## src/rtl/db_ptr_ctrl.sv

```systemverilog
// Pointer, occupancy and ownership controller for the shared USB data buffer RAM.
// Optional registered almost_full watermark is built only when DB_CTRL_WATERMARK_EN is defined.
module db_ptr_ctrl #(
  parameter int DEPTH  = 64,
  parameter int PTR_W  = $clog2(DEPTH) + 1,
  parameter int DATA_W = 8
`ifdef DB_CTRL_WATERMARK_EN
  , parameter int AFULL_THRESH = 56
`endif
) (
  input  logic              clk,
  input  logic              n_rst,
  input  logic              clear,
  input  logic              flush,
  input  logic              store_rx_data,
  input  logic [DATA_W-1:0] rx_byte,
  input  logic              store_tx_data,
  input  logic [DATA_W-1:0] tx_byte,
  input  logic              get_tx_data,
  input  logic              get_rx_data,
  output logic              buf_write_en,
  output logic [DATA_W-1:0] buf_write_data,
  output logic [PTR_W-1:0]  buf_write_ptr,
  output logic              buf_read_en,
  output logic [PTR_W-1:0]  buf_read_ptr,
  output logic [PTR_W-1:0]  buffer_occupancy,
  output logic [1:0]        buf_mode,
  output logic              overflow_err,
  output logic              underflow_err,
  output logic              almost_full
);

  typedef enum logic [1:0] {
    MODE_IDLE = 2'b00,
    MODE_RX   = 2'b01,
    MODE_TX   = 2'b10
  } mode_e;

  mode_e             mode_q, mode_d;
  logic [PTR_W-1:0]  wptr_q, rptr_q, occ;
  logic              full, empty, kill;
  logic              wr_acc, rd_acc, wr_refused, rd_refused, wr_from_tx;

  assign occ   = wptr_q - rptr_q;
  assign full  = (occ == PTR_W'(DEPTH));
  assign empty = (occ == '0);
  assign kill  = clear | flush;

  always_comb begin
    // NOTE: every output of this block gets a default first, so no path can infer a latch.
    wr_acc     = 1'b0;
    rd_acc     = 1'b0;
    wr_refused = 1'b0;
    rd_refused = 1'b0;
    wr_from_tx = 1'b0;
    mode_d     = mode_q;
    if (!kill) begin
      case (mode_q)
        MODE_IDLE: begin
          rd_refused = get_rx_data | get_tx_data;
          if (store_rx_data) begin
            wr_acc     = 1'b1;
            wr_refused = store_tx_data;  // simultaneous claim: RX side wins
            mode_d     = MODE_RX;
          end else if (store_tx_data) begin
            wr_acc     = 1'b1;
            wr_from_tx = 1'b1;
            mode_d     = MODE_TX;
          end
        end
        MODE_RX: begin
          wr_acc     = store_rx_data & ~full;
          wr_refused = (store_rx_data & full) | store_tx_data;
          rd_acc     = get_rx_data & ~empty;
          rd_refused = (get_rx_data & empty) | get_tx_data;
        end
        MODE_TX: begin
          wr_from_tx = 1'b1;
          wr_acc     = store_tx_data & ~full;
          wr_refused = (store_tx_data & full) | store_rx_data;
          rd_acc     = get_tx_data & ~empty;
          rd_refused = (get_tx_data & empty) | get_rx_data;
        end
        default: mode_d = MODE_IDLE;
      endcase
      // Ownership is released once the owner drains the last byte.
      if (mode_q != MODE_IDLE && rd_acc && !wr_acc && occ == PTR_W'(1))
        mode_d = MODE_IDLE;
    end
  end

  assign buf_write_en     = wr_acc;
  assign buf_write_data   = wr_from_tx ? tx_byte : rx_byte;
  assign buf_write_ptr    = wptr_q;
  assign buf_read_en      = rd_acc;
  assign buf_read_ptr     = rptr_q;
  assign buffer_occupancy = occ;
  assign buf_mode         = mode_q;

`ifdef DB_CTRL_WATERMARK_EN
  logic [PTR_W-1:0] occ_next;
  assign occ_next = occ + PTR_W'(wr_acc) - PTR_W'(rd_acc);
`else
  assign almost_full = 1'b0;
`endif

  // NOTE: state is updated with non-blocking assignments so all registers see pre-edge values.
  always_ff @(posedge clk or negedge n_rst) begin
    if (!n_rst) begin
      wptr_q        <= '0;
      rptr_q        <= '0;
      mode_q        <= MODE_IDLE;
      overflow_err  <= 1'b0;
      underflow_err <= 1'b0;
`ifdef DB_CTRL_WATERMARK_EN
      almost_full   <= 1'b0;
`endif
    end else if (kill) begin
      wptr_q <= '0;
      rptr_q <= '0;
      mode_q <= MODE_IDLE;
      if (clear) begin
        overflow_err  <= 1'b0;
        underflow_err <= 1'b0;
      end
`ifdef DB_CTRL_WATERMARK_EN
      almost_full <= 1'b0;
`endif
    end else begin
      if (wr_acc) wptr_q <= wptr_q + PTR_W'(1);
      if (rd_acc) rptr_q <= rptr_q + PTR_W'(1);
      mode_q <= mode_d;
      if (wr_refused) overflow_err  <= 1'b1;
      if (rd_refused) underflow_err <= 1'b1;
`ifdef DB_CTRL_WATERMARK_EN
      almost_full <= (occ_next >= PTR_W'(AFULL_THRESH));
`endif
    end
  end

endmodule
```

## config.mk

```make
export PLATFORM = sky130hd
export DESIGN_NAME = db_ptr_ctrl
export DESIGN_NICKNAME = d
export VERILOG_FILES = /design/src/rtl/db_ptr_ctrl.sv
export SDC_FILE = /design/constraint.sdc
export NUM_CORES = 1
export LEC_CHECK = 0
export CAP_MARGIN = 15
export CORE_MARGIN = 4
export CORE_UTILIZATION = 34
export CTS_BUF_LIST = sky130_fd_sc_hd__clkbuf_8
export DETAILED_ROUTE_END_ITERATION = 10
export PLACE_DENSITY = 0.65
export SLEW_MARGIN = 20
export SYNTH_ARGS = -nofsm -noshare
export SYNTH_HDL_FRONTEND = slang
export SYNTH_SLANG_ARGS = --single-unit
```

## constraint.sdc

```tcl
create_clock -name clk -period 8.1 [get_ports clk]
set_input_delay 1.62 -clock clk [delete_from_list [all_inputs] [get_ports clk]]
set_output_delay 1.62 -clock clk [all_outputs]
set_load 0.01 [all_outputs]
```

==> out/results.txt, run 1 <==
Vias in the first global route - 1417
EDFF count, synth - 0
Initial core utilization - 35.0%
Post-synthesis mux area share - 7.40%
Final period util - 66.7%
Root buf cell - clkbuf_8
Largest vdd supply drop - 0.0812 mV
Pre-CTS setup slack - 2700 ps
H-tree depth - 1
Count leader, synth - dfrtp_1
Post-CTS setup buffers - 0
Final hold vios - 0
CP max FO - 8
XOR/XNOR Fraction of Synth Area - 4.60%
Clk buf depth - 2
Hold crit path type - reg -> reg
DRT iter0 DRCs - 53
Global-route wire length before repair - 6.75 mm
Worst skew pair latency - 250 ps
CP required - 6480 ps
Status - complete, no violations
Setup slack after layout - 2700 ps
Vias - 1449
Fraction of layout cells with a size suffix above 1 - 9.05%
P_int - 168 uW
Synth cell count leaders - dfrtp_1 (18), inv_1 (16), nor2_1 (15)
Clock Power Share - 31.6%
Library cells used by synthesis - 45
Area leader, netlist - dfrtp_1
Setup violators final - 0
Final WL - 4.09 mm
DR DRC count - 0
Pin count of the biggest net entering global routing - 19
Sink Count - 18
Initial antenna violation count - 0
Total power - 226 uW
Period minus WS final - 5400 ps
Pre-antenna DRT Iters - 4
Slew headroom - 43.5%
Worst setup SP type - input pin
Post-DP Area - 2130 um2
Crit. End Element - primary output
Final setup TNS - 0 ps
Synth area leaders - dfrtp_1 (30%), ha_1 (9.9%), mux2_2 (7.4%)
Asr flop ratio synth - 100%
Die area - 5610 um2
Sw power - 58.8 uW
Die span in x - 74.9 um
Die H - 74.9 um
Layout net count - 270
Simple-gate share of the synthesized area - 20.1%
Net Count, Synth - 213
Slew @ Worst Pin - 845 ps
Switching fraction of total power - 26.0%
Vias/cell - 5.10
Gate power share - 27.0%
Reg power frac - 41.4%
TritonCTS clock tree - yes
Leakage power - 0.859 nW
P&R area growth vs syn - 43.5%
Ys Warns - 0
Most used DFF post-synth - dfrtp_1
Global route overflow - 0
Max-cap violation count - 0
Largest family of logic cells by synthesized area - compound AO/OA/AOI/OAI gates
Total CTS buffers - 3
Hold buffers post-CTS - 0
Slew Viols, Final - 0
Post-route cell area - 2190 um2
RSZ-0062 raised after global routing - no
HPWL after DPL - 3.30 mm
Core Region - 4350 um2
Power per cell area - 104 nW/um2
Post-Syn Area per Cell - 8.65 um2
Gr usage total - 15.3%
Clk slew on worst S/H paths - 70 ps
Final GP Congestion - 0.837
Post-DR wirelength/cell - 14.4 um
Max frequency - 0.185 GHz
Critical path class - in -> out
Adder-cell area share of the yosys netlist - 11.2%
Cts repair resizes - 0
Cell count after synthesis - 176
Port Buffer Count - 58
ANT cells - 0
Worst Clk Skew - 0.711 ps
Sequential fraction of the synthesis area - 29.6%
Synth Area in Compound Gates - 20.5%
Seq cells post-synth - 18
Worst path arrival time - 3780 ps
Area share of the largest cell type after synthesis - 29.6%
ANT nets after route - 0
Io pins - 60
Post-synthesis cell area - 1520 um2
Rows - 24
[final cells by class]
type	count	area, um2
fill	404	2170
sequential	18	450
timing repair buffer	58	581
clock buffer	4	55.1
multi-input combinational	136	975
tap	52	65.1
inverter	16	60.1
[flip-flops by register name, summed over array words and instances (netlist names)]
| register | count |
|---|---|
| overflow_err | 1 |
| buf_write_ptr | 7 |
| underflow_err | 1 |
| buf_read_ptr | 7 |
| buf_mode | 2 |
[critical path: stages]
cell and delay [ps]:
clkdlybuf4s50_1 540, nand2b_1 150, nor2_1 60, o21ai_1 530
mux2_2 410, clkdlybuf4s50_1 470
[metal layers]
layer  vias up  share of wire [%]  GRT usage, %
li1        741                  -             -
met1       675                 49          23.8
met2        31                 46          21.7
met3         2                3.7          2.14
met4         0               0.54          4.74
met5         -                  0             0
[worst paths after layout]
check,startpoint,end,slack (ps),cells past startpoint
setup / recovery,store_rx_data,buf_write_data[2],2700,6
setup reg to reg,buf_write_ptr[0],buf_read_ptr[3],4800,12
hold / removal,overflow_err,overflow_err,520,2
hold reg to reg,overflow_err,overflow_err,520,2
max in group asynchronous,n_rst,buf_mode[1],5730,1
min in group asynchronous,n_rst,buf_write_ptr[5],1860,1
[cells by family after synthesis]
family | Yosys count
DFF | 18
other | 1
adders and majority gates | 13
muxes | 10
xor gates and xnor gates | 8
and+or+nand+nor | 58
buffers and inverters | 22
AOI/OAI and AO/OA | 46
[through the flow]
stage          hold slack (ps)  util, %  std cells
2_1_floorplan              528        -        176
3_3_place_gp               475     48.9        280
3_5_place_dp               523     48.9        280
4_1_cts                    532     50.2        284
5_1_grt                    560     50.2        284
6_report                   523     50.2        284
[placed cells by master, fill, tap and decap left out, drive strengths merged]
master and count:
dfrtp 18, a221oi 1, clkdlybuf4s50 58, a32oi 1, a31oi 1, o21a 3, nand4b 1, nor3 4
nor3b 1, ha 12, inv 16, or2 2, nand2 4, or4 2, nor2b 3, o31ai 1
fa 1, o311ai 2, o21bai 2, a21o 1, a21oi 12, a211oi 1, or3 9, and3 1
nand3 11, a22o 1, conb 1, o22ai 2, nor4 2, o21ai 15, xnor2 3, nor2 16
nand2b 2, xor2 5, o211ai 2, a22oi 1, clkbuf 4, mux2 10
[power groups by stage]
stage                     clock (mW)  combinational [mW]  sequential (mW)
final                         0.0715              0.0610           0.0938
after global routing          0.0780              0.0667           0.0941
after CTS                     0.0731              0.0617           0.0938
after detailed placement           0              0.0613           0.0955
after global placement             0              0.0613           0.0953
after floorplan                    0              0.0307           0.0960
No activity file was read; power rests on OpenSTA's default activity.
==> run 2: changes to the inputs <==
==> constraint.sdc (replaced) <==
create_clock -name clk -period 5.41 [get_ports clk]
set_input_delay 1.082 -clock clk [delete_from_list [all_inputs] [get_ports clk]]
set_output_delay 1.082 -clock clk [all_outputs]
set_load 0.01 [all_outputs]
==> run 2 against run 1 <==
Effect of this change: register-to-register slack worse by 2700 ps; total power up 51%; core utilization up 0.17 points; final cell count up 0.35%; first-iteration DRC count up 13%; design area up 0.34%; sequential power up 49%; worst setup slack worse by 2100 ps; global-route usage up 0.051 points; critical path depth up 6; combinational power up 51%; clock skew up 2.4 ps.
==> out/results.txt, run 2 (synthesis gave the netlist of run 1 again) <==
Reg2Reg Setup Slack - 2120 ps
Most common cell after layout, fill and taps aside - clkdlybuf4s50_1
Initial antenna violation count - 0
Final period util - 89.1%
Final GP Congestion - 0.734
Worst path arrival time - 3740 ps
CP max FO - 14
Io pins - 60
Setup violators final - 0
Port Buffer Count - 58
Max frequency - 0.207 GHz
H-tree depth - 1
Leakage power - 0.864 nW
Final hold vios - 0
Post-DR wirelength/cell - 14.1 um
Reg power frac - 41.2%
Worst setup SP type - register
P&R area growth vs syn - 44.0%
Pin count of the biggest net entering global routing - 19
Die area - 5610 um2
Total CTS buffers - 3
Root buf cell - clkbuf_8
Initial core utilization - 35.0%
Period minus WS final - 4820 ps
Sw power - 89.2 uW
Post-DP Area - 2140 um2
Worst r2r src - buf_write_ptr[0]
Post-CTS setup buffers - 0
Slew Viols, Final - 0
Worst skew pair latency - 250 ps
Die span in x - 74.9 um
Most frequent cells in the layout - clkdlybuf4s50_1 (58), dfrtp_1 (18), inv_1 (16)
Vias in the first global route - 1376
DR DRC count - 0
Layout fillers - 421
Worst Clk Skew - 3.15 ps
Switching fraction of total power - 26.2%
Core Region - 4350 um2
Power per cell area - 156 nW/um2
Critical path class - reg -> out
Final WL - 4.02 mm
RSZ-0062 raised after global routing - no
Vias - 1480
Status - complete, no violations
Global route overflow - 0
TritonCTS clock tree - yes
Slew @ Worst Pin - 806 ps
Sequential cell area - 450 um2
RR Endpoint - buf_read_ptr[4]
Worst Reg-to-Reg Cells - 12
ANT nets after route - 0
Fraction of layout cells with a size suffix above 1 - 9.44%
Gate power share - 27.0%
Crit. Startpoint - buf_write_ptr[0]
Capture point of the worst path - buf_read_en
Gr usage total - 15.4%
ANT cells - 0
Final setup TNS - 0 ps
Max-cap violation count - 0
CP required - 4330 ps
Largest vdd supply drop - 0.0962 mV
Hold crit path type - reg -> reg
Clock Power Share - 31.8%
Post-route cell area - 2190 um2
Pre-antenna DRT Iters - 4
Clk slew on worst S/H paths - 70 ps
Area of the multi-input gates - 975 um2
Global-route wire length before repair - 6.78 mm
HPWL after DPL - 3.17 mm
Clk buf depth - 2
Hold buffers post-CTS - 0
P_int - 252 uW
DRT iter0 DRCs - 60
Cts repair resizes - 0
Rows - 24
Layout net count - 271
Vias/cell - 5.19
Sink Count - 18
Die H - 74.9 um
Crit. End Element - primary output
Slew headroom - 46.1%
==> run 2: cell count changes in the layout (fill, tap and decap cells not counted), sizes merged <==
| cell | change |
|---|---|
| buf | +1 |
==> run 2: per-layer routing <==
metal  vias up  track usage [%]  wire, um
met5         -                0         0
met4         0             4.74        35
li1        747                -         -
met1       704             24.7      2010
met3         4             1.47       114
met2        25             21.3      1860
==> run 2: power groups by stage <==
stage	Combinational [mW]	Clock [mW]	Sequential (mW)
finish	0.0923	0.109	0.140
global route	0.102	0.117	0.141
CTS	0.0931	0.113	0.140
detailed placement	0.0925	0	0.143
global placement	0.0926	0	0.143
floorplan	0.0459	0	0.144
==> run 2: area by class of cell <==
class,count,share of cell area (%)
Multi-Input combinational cell,136,44.4
Timing Repair Buffer,59,26.8
Sequential cell,18,20.5
Tap cell,52,2.97
Inverter,16,2.74
Clock buffer,4,2.51
==> run 2: how the worst min path moves through the flow <==
stage,slack [ps],startpoint,depth (start not counted),endpoint
3_3_place_gp,480,underflow_err,2,underflow_err
3_5_place_dp,520,underflow_err,2,underflow_err
6_report,520,overflow_err,2,overflow_err
5_1_grt,550,overflow_err,2,overflow_err
2_1_floorplan,530,underflow_err,2,underflow_err
4_1_cts,530,overflow_err,2,overflow_err
==> run 2: worst max-delay path, stage by stage (launching register included) <==
cell and delay (ps):
dfrtp_1 430, inv_1 110, ha_1 180, inv_1 60, fa_1 410, a211oi_1 290, o21bai_1 120, a21oi_1 170
xor2_1 470, inv_1 180, o21bai_2 500, nor2_1 80, clkdlybuf4s50_1 500
==> run 2: per-stage QoR <==
stage               total power [mW]  worst slack (ps)  hold slack (ps)  utilization [%]  instances
floorplan                      0.190              1660              528                -        176
global placement               0.235               888              475             49.1        281
detailed placement             0.236               836              517             49.1        281
CTS                            0.346               541              527             50.4        285
global route                   0.359               225              551             50.4        285
finish                         0.341               587              522             50.4        285
==> run 3: changes to the inputs <==
--- a/config.mk
+++ b/config.mk
@@ -6,11 +6,11 @@
 export NUM_CORES = 1
 export LEC_CHECK = 0
 export CAP_MARGIN = 15
-export CORE_MARGIN = 4
+export CORE_MARGIN = 2
 export CORE_UTILIZATION = 34
 export CTS_BUF_LIST = sky130_fd_sc_hd__clkbuf_8
 export DETAILED_ROUTE_END_ITERATION = 10
-export PLACE_DENSITY = 0.65
+export DONT_BUFFER_PORTS = 1
 export SLEW_MARGIN = 20
 export SYNTH_ARGS = -nofsm -noshare
 export SYNTH_HDL_FRONTEND = slang
==> run 3 against run 2 <==
Effect of this change: final cell count fell by 20%; register-to-register slack improved by 40 ps; global-route usage down 0.65 points; sequential share of layout area is 7.4 points higher; design area decreased by 26%; clock power rose by 4%; clock-buffer cell count unchanged; sequential power about the same; first-iteration DRC count rose by 8.3%; combinational power is 44% lower; hold slack worse by 9.1 ps; core utilization is 13 points lower; critical path type unchanged.
==> out/results.txt, run 3 (synthesis gave the netlist of run 1 again) <==
Status - complete, no violations
P_int - 222 uW
HPWL after DPL - 2.89 mm
Worst Reg-to-Reg Cells - 11
Vias - 1268
Most frequent cells in the layout - dfrtp_1 (18), inv_1 (16), nor2_1 (15)
Layout fillers - 463
Gate power share - 16.8%
Die area - 5030 um2
Die H - 70.9 um
Switching fraction of total power - 27.6%
Final WL - 3.66 mm
H-tree depth - 1
Final GP Congestion - 0.803
Period minus WS final - 4380 ps
Sw power - 84.7 uW
Worst Clk Skew - 2.24 ps
Worst setup SP type - register
Port Buffer Count - 0
DRT iter0 DRCs - 65
Core Region - 4320 um2
Clk slew on worst S/H paths - 70 ps
Max frequency - 0.229 GHz
ANT cells - 0
Layout net count - 213
Vias in the first global route - 1167
Reg2Reg Setup Slack - 2160 ps
Most common cell after layout, fill and taps aside - dfrtp_1
Die span in x - 70.9 um
TritonCTS clock tree - yes
Leakage power - 0.650 nW
Hold crit path type - in -> async
Final period util - 80.9%
RSZ-0062 raised after global routing - no
Global route overflow - 0
Gr usage total - 14.7%
Min Hold Slack - 513 ps
DR DRC count - 0
Post-DR wirelength/cell - 16.1 um
Worst skew pair latency - 260 ps
Post-CTS setup buffers - 0
Global-route wire length before repair - 5.95 mm
Io pins - 60
Total CTS buffers - 3
Reg power frac - 46.3%
Clock Power Share - 36.9%
RR Endpoint - buf_write_ptr[6]
Setup violators final - 0
Sequential cell area - 450 um2
Pre-antenna DRT Iters - 4
CP max FO - 12
Slew Viols, Final - 0
Rows - 24
Power per cell area - 190 nW/um2
Worst path arrival time - 3290 ps
P&R area growth vs syn - 5.92%
Sink Count - 18
Initial core utilization - 35.2%
Area of the multi-input gates - 975 um2
Root buf cell - clkbuf_8
Cts repair resizes - 0
Crit. End Element - primary output
CP required - 4330 ps
Max-cap violation count - 0
Hold buffers post-CTS - 0
Slew @ Worst Pin - 653 ps
Critical path class - reg -> out
Initial antenna violation count - 0
Pin count of the biggest net entering global routing - 19
ANT nets after route - 0
Final setup TNS - 0 ps
Fraction of layout cells with a size suffix above 1 - 12.6%
Clk buf depth - 2
Worst r2r src - buf_write_ptr[0]
Slew headroom - 56.2%
Largest vdd supply drop - 0.132 mV
Final hold vios - 0
Vias/cell - 5.59
run 3: worst max path at each step:
stage | start | endpoint | slack, ps | cells after the start
2_1_floorplan | buf_write_ptr[0] | buf_write_en | 1660 | 11
4_1_cts | buf_read_ptr[0] | buf_write_en | 1010 | 9
6_report | buf_write_ptr[0] | buf_write_en | 1030 | 10
3_3_place_gp | buf_write_ptr[0] | buf_write_en | 1330 | 10
5_1_grt | buf_write_ptr[0] | buf_read_en | 760 | 12
3_5_place_dp | buf_read_ptr[0] | buf_write_en | 1310 | 9
run 3: layout make-up:
class                   count  share of cell area [%]
well taps                  52                    4.03
multi-input cells         136                    60.4
flip-flops and latches     18                    27.9
inverters                  16                    3.72
repair buffers              1                   0.465
clock buffers               4                    3.41
run 3: critical path: stages (launching register included):
cell	delay, ps
dfrtp_1	460
inv_1	120
ha_1	170
inv_1	60
fa_1	420
a211oi_1	280
nor2_1	100
xor2_1	210
or4_4	600
o31ai_4	460
nor2_1	160
run 3: power by group through the flow:
stage	registers [mW]	logic [mW]	clock network, mW
floorplan	0.144	0.0459	0
global placement	0.145	0.0518	0
detailed placement	0.145	0.0517	0
CTS	0.142	0.0520	0.115
global route	0.142	0.0577	0.121
finish	0.142	0.0516	0.113
run 3: through the flow:
step / area (um2) / power (mW) / setup slack, ps / instances / utilization (%)
after floorplan: 1520 / 0.190 / 1660 / 176 / -
after global placement: 1560 / 0.197 / 1330 / 223 / 36.0
after detailed placement: 1560 / 0.197 / 1310 / 223 / 36.0
after CTS: 1610 / 0.309 / 1010 / 227 / 37.3
after global routing: 1610 / 0.321 / 764 / 227 / 37.3
final: 1610 / 0.307 / 1030 / 227 / 37.3
run 3: layer usage:
metal	wire length (um)	up-vias	share of wire [%]	track usage, %
met5	0	-	0	0
met4	42	0	1.1	4.40
met3	305	5	8.3	3.85
met2	1600	33	44	21.1
met1	1710	602	47	21.7
li1	-	628	-	-
